--- src/rtl/accum_window_stats.sv ---
// rtl/accum_window_stats.sv - windowed sum/min/max/count statistics over a signed sample stream
module accum_window_stats #(
  parameter int WINDOW = 8
) (
  input  logic        clk,
  input  logic        rst_n,
  input  logic        in_valid,
  input  logic [15:0] in_accum,
  input  logic        in_flush,
  output logic        in_ready,
  output logic        out_valid,
  input  logic        out_ready,
  output logic [23:0] out_sum,
  output logic [15:0] out_min,
  output logic [15:0] out_max,
  output logic [7:0]  out_count,
  output logic        out_overflow
);

  typedef enum logic {ST_COLLECT, ST_REPORT} state_t;

  localparam logic [7:0] C_WINDOW = 8'(WINDOW);

  state_t             r_state;
  logic               r_in_ready;
  logic               r_out_valid;
  logic [23:0]        r_sum;
  logic signed [15:0] r_min;
  logic signed [15:0] r_max;
  logic [7:0]         r_count;
  logic               r_ovf;

  logic               w_accept;
  logic               w_first;
  logic [23:0]        w_ext;
  logic [23:0]        w_base;
  logic [24:0]        w_wide;
  logic               w_pos_sat;
  logic               w_neg_sat;
  logic [23:0]        w_sum_next;
  logic [15:0]        w_min_next;
  logic [15:0]        w_max_next;
  logic [7:0]         w_count_next;
  logic               w_ovf_next;
  logic               w_full;

  assign w_accept     = in_valid && r_in_ready;
  assign w_first      = (r_count == 8'd0);
  assign w_ext        = {{8{in_accum[15]}}, in_accum};
  // An empty window starts from zero so stale sums never leak into the next report
  assign w_base       = w_first ? 24'd0 : r_sum;
  assign w_wide       = {w_base[23], w_base} + {w_ext[23], w_ext};
  assign w_pos_sat    = (w_wide[24:23] == 2'b01);
  assign w_neg_sat    = (w_wide[24:23] == 2'b10);
  assign w_sum_next   = w_pos_sat ? 24'h7FFFFF : (w_neg_sat ? 24'h800000 : w_wide[23:0]);
  assign w_min_next   = (w_first || ($signed(in_accum) < r_min)) ? in_accum : r_min;
  assign w_max_next   = (w_first || ($signed(in_accum) > r_max)) ? in_accum : r_max;
  assign w_count_next = r_count + 8'd1;
  assign w_ovf_next   = (w_first ? 1'b0 : r_ovf) | w_pos_sat | w_neg_sat;
  assign w_full       = (w_count_next == C_WINDOW);

  always_ff @(posedge clk or negedge rst_n) begin
    if (!rst_n) begin
      r_state     <= ST_COLLECT;
      r_in_ready  <= 1'b1;
      r_out_valid <= 1'b0;
      r_sum       <= '0;
      r_min       <= '0;
      r_max       <= '0;
      r_count     <= '0;
      r_ovf       <= 1'b0;
    end else begin
      case (r_state)
        ST_COLLECT: begin
          if (w_accept) begin
            r_sum   <= w_sum_next;
            r_min   <= w_min_next;
            r_max   <= w_max_next;
            r_count <= w_count_next;
            r_ovf   <= w_ovf_next;
            if (w_full || in_flush) begin
              r_state     <= ST_REPORT;
              r_in_ready  <= 1'b0;
              r_out_valid <= 1'b1;
            end
          end else if (in_flush && !w_first) begin
            r_state     <= ST_REPORT;
            r_in_ready  <= 1'b0;
            r_out_valid <= 1'b1;
          end
        end
        ST_REPORT: begin
          if (out_ready) begin
            r_state     <= ST_COLLECT;
            r_in_ready  <= 1'b1;
            r_out_valid <= 1'b0;
            r_count     <= '0;
          end
        end
        default: begin
          r_state     <= ST_COLLECT;
          r_in_ready  <= 1'b1;
          r_out_valid <= 1'b0;
          r_count     <= '0;
        end
      endcase
    end
  end

  assign in_ready     = r_in_ready;
  assign out_valid    = r_out_valid;
  assign out_sum      = r_sum;
  assign out_min      = r_min;
  assign out_max      = r_max;
  assign out_count    = r_count;
  assign out_overflow = r_ovf;

endmodule

--- config.mk ---
export PLATFORM = sky130hd
export DESIGN_NAME = accum_window_stats
export DESIGN_NICKNAME = d
export VERILOG_FILES = /design/src/rtl/accum_window_stats.sv
export SDC_FILE = /design/constraint.sdc
export NUM_CORES = 1
export LEC_CHECK = 0
export ABC_AREA = 0
export CAP_MARGIN = 20
export CORE_MARGIN = 2
export CORE_UTILIZATION = 54
export DETAILED_ROUTE_END_ITERATION = 16
export GPL_TIMING_DRIVEN = 0
export MAX_ROUTING_LAYER = met4
export PLACE_DENSITY = 0.93
export SYNTH_ARGS = -nofsm -noshare
export SYNTH_HDL_FRONTEND = slang
export SYNTH_SLANG_ARGS = --single-unit
--- constraint.sdc ---
create_clock -name clk -period 4.4 [get_ports clk]
set_input_delay 0.66 -clock clk [delete_from_list [all_inputs] [get_ports clk]]
set_output_delay 0.66 -clock clk [all_outputs]
set_load 0.01 [all_outputs]
==> flow_metrics.env <==
export IMPL_outcome="finished clean"
export IMPL_fin_crit_sh=0.963
export IMPL_core_um2=9150
export IMPL_clockBufferDepth=2
export IMPL_grt_met3_usage=0.0340
export IMPL_finalWeightedCongestion=0.876
export IMPL_row_count=35
export IMPL_slew_violations=0
export IMPL_synth_flop_cell="dfrtp_1"
export IMPL_drtIter0Drc=283
export IMPL_synthCells=529
export IMPL_clock_sinks=68
export IMPL_worstMarginPinSlew_ns=0.878
export IMPL_dieHeight_um=101
export IMPL_die_area_um2=10200
export IMPL_via_per_inst=6.20
export IMPL_max_freq_ghz=0.236
export IMPL_crit_required_ns=4.65
export IMPL_via_count=4639
export IMPL_root_buffer="clkbuf_8"
export IMPL_hold_viol=0
export IMPL_r2r_slack_ns=0.16
export IMPL_diodes=0
export IMPL_ios=88
export IMPL_synth_distinct_cells=64
export IMPL_min_period_ns=4.24
export IMPL_power_density_nw_per_um2=761
export IMPL_syn_nets=608
export IMPL_min_path_type="in2async"
export IMPL_peakVddDrop_v=0.000376
export IMPL_fin_worst_skew_ns=0.0100
export IMPL_grt_util_met1=0.353
export IMPL_insertion_delay_ns=0.36
export IMPL_r2r_cells=19
export IMPL_flow_area_growth_from_synthesis_pct=24.3
export IMPL_cts_tree="yes"
export IMPL_power_leakage_nw=2.94
export IMPL_routed_wl_mm=13.0
export IMPL_path_max_fanout=10
export IMPL_top_usage_layer="met2"
export IMPL_ant_nets=0
export IMPL_grt_max_degree=69
export IMPL_timing_rr_start="out_count[0]$_DFFE_PN0P_"
export IMPL_p_total_mw=4.79
export IMPL_worst_slack_ns=0.164
export IMPL_cap_violations=0
export IMPL_start_util=0.554
export IMPL_cts_max_level=3
export IMPL_cts_inserted_buffers=9
export IMPL_overflow=0
export IMPL_synthArstFlopShare=1.00
export IMPL_port_buffer_count=87
export IMPL_worst_setup_path_type="reg2reg"
export IMPL_synth_edf_count=0
export IMPL_setup_violations=0
export IMPL_ys_ff_latch=68
export IMPL_syn_area_um2=5070
export IMPL_syn_mean_instance_area_um2=9.58
export IMPL_drive_above_1_share=0.140
export IMPL_critPathArrivalTime_ns=4.48
export IMPL_ys_seq_area_frac=0.336
export IMPL_crit_path_start="out_count[0]$_DFFE_PN0P_"
export IMPL_fin_util=0.688
export IMPL_cp_end_kind="register"
export IMPL_yosys_warnings=0
export IMPL_crit_path_start_kind="register"
export IMPL_maxSlewHeadroom=0.415
export IMPL_grt_pass1_vias=4529
export IMPL_wl_per_cell_um=17.4
export IMPL_grt_usage=0.274
export IMPL_nNetsFinal=711
export IMPL_grtUsageMet2=0.451
export IMPL_grt_pass1_wl_mm=21.7
export IMPL_r2r_end="out_sum[14]$_DFFE_PN0P_"
export IMPL_antenna_found_initial=0
export IMPL_route_detailed_drc=0
export IMPL_die_x_um=101
export IMPL_dpl_hpwl_mm=9.58
export IMPL_cts_clk_slew_worst_paths_ns=0.08
export IMPL_first_pass_iters=5
export IMPL_dp_slack_ns=-0.00579
## synthesized netlist by cell type, types with 6 or more instances
master	n	area [um^2]
a21o_1	22	165
a21oi_1	37	185
a221o_1	10	100
a221o_2	9	101
a31oi_1	6	37.5
and2_1	23	144
clkbuf_1	9	33.8
dfrtp_1	67	1680
ha_1	57	713
inv_1	45	169
mux2_2	31	349
nand2_1	26	97.6
nand3_1	9	45.0
nand4_1	10	62.6
nor2_1	23	86.3
nor3_1	9	45.0
o21a_1	6	45.0
o21ai_0	30	150
o21ai_1	6	30.0
xnor2_1	14	123
## per-stage QoR
step	hold slack (ns)	cell area, um^2	TNS [ns]	cells
after floorplan	0.364	5070	0	529
after global placement	0.497	6080	0	727
final	0.374	6290	0	748
after global routing	0.502	6290	-0.653	748
after detailed placement	0.503	6070	-0.00928	727
after CTS	0.461	6250	0	743
## power breakdown
| group | internal [mW] | total [mW] | switching (mW) |
|---|---|---|---|
| registers | 0.927 | 1.18 | 0.251 |
| logic | 1.60 | 3.14 | 1.54 |
| clock network | 0.218 | 0.472 | 0.253 |
## sequential cells by signal, summed over array words and instances, names as in the netlist
register,cells
out_max,16
out_sum,24
out_min,16
out_overflow,1
out_count,8
out_valid,1
r_state,1
in_ready,1
## cells in the final DEF (no fill, tap or decap), drive strengths merged, types with 6 or more instances in the layout
cell type	instances
clkdlybuf4s50	86
dfrtp	67
ha	57
inv	45
a21oi	39
o21ai	36
mux2	31
nand2	26
and2	24
nor2	23
a21o	23
clkbuf	21
a221o	19
buf	15
xnor2	14
nand4	10
nor3	9
nand3	9
o21a	6
a31oi	6
and3	6
## logic make-up after synthesis
| kind of cell | Yosys count | share of synthesized area |
|---|---|---|
| muxes | 35 | 0.0768 |
| and+or+nand+nor | 130 | 0.137 |
| xor gates and xnor gates | 19 | 0.0328 |
| adders and majority gates | 58 | 0.145 |
| buffers and inverters | 63 | 0.0541 |
| AOI/OAI and AO/OA | 156 | 0.218 |
| DFF | 68 | 0.336 |
## per-layer routing
| metal | vias to the layer above | part of all wire |
|---|---|---|
| met1 | 2261 | 0.43 |
| met3 | 29 | 0.066 |
| met5 | - | 0 |
| met4 | 0 | 0.019 |
| li1 | 2158 | - |
| met2 | 191 | 0.49 |
## timing repair
item,CTS,global route
gates cloned,0,0
gates resized for setup,1,8
setup endpoints to repair,20,24
hold buffers,0,0
pin swaps,0,2
buffers inserted,0,5
## how the worst max path moves through the flow
stage | to | slack (ns)
after floorplan | out_sum[16]$_DFFE_PN0P_ | 0.75
after global placement | out_sum[18]$_DFFE_PN0P_ | 0.08
after detailed placement | out_sum[14]$_DFFE_PN0P_ | -0.006
after CTS | out_sum[3]$_DFFE_PN0P_ | 0.02
after global routing | out_sum[3]$_DFFE_PN0P_ | -0.05
final | out_sum[14]$_DFFE_PN0P_ | 0.16
## critical path: stages, from the launching register on
cell	delay (ns)
dfrtp_1	0.44
inv_1	0.10
ha_1	0.14
nor4b_1	0.24
nand2_1	0.18
clkbuf_2	0.23
clkbuf_2	0.24
and2_1	0.20
ha_1	0.29
buf_6	0.14
a211oi_2	0.24
a32oi_1	0.19
o21a_1	0.17
a31o_1	0.24
a21oi_4	0.22
a22oi_4	0.10
and2_4	0.18
buf_6	0.13
buf_8	0.14
a221o_1	0.30
## area by class of cell
class | count | area [um^2]
plain buffers | 18 | 109
multi-input cells | 398 | 3100
inverters | 45 | 169
repair buffers | 92 | 906
flip-flops and latches | 68 | 1700
fillers | 671 | 2860
clock buffers | 12 | 145
clock inverters | 4 | 25.0
well taps | 111 | 139
No activity file was read; power rests on OpenSTA's default activity.
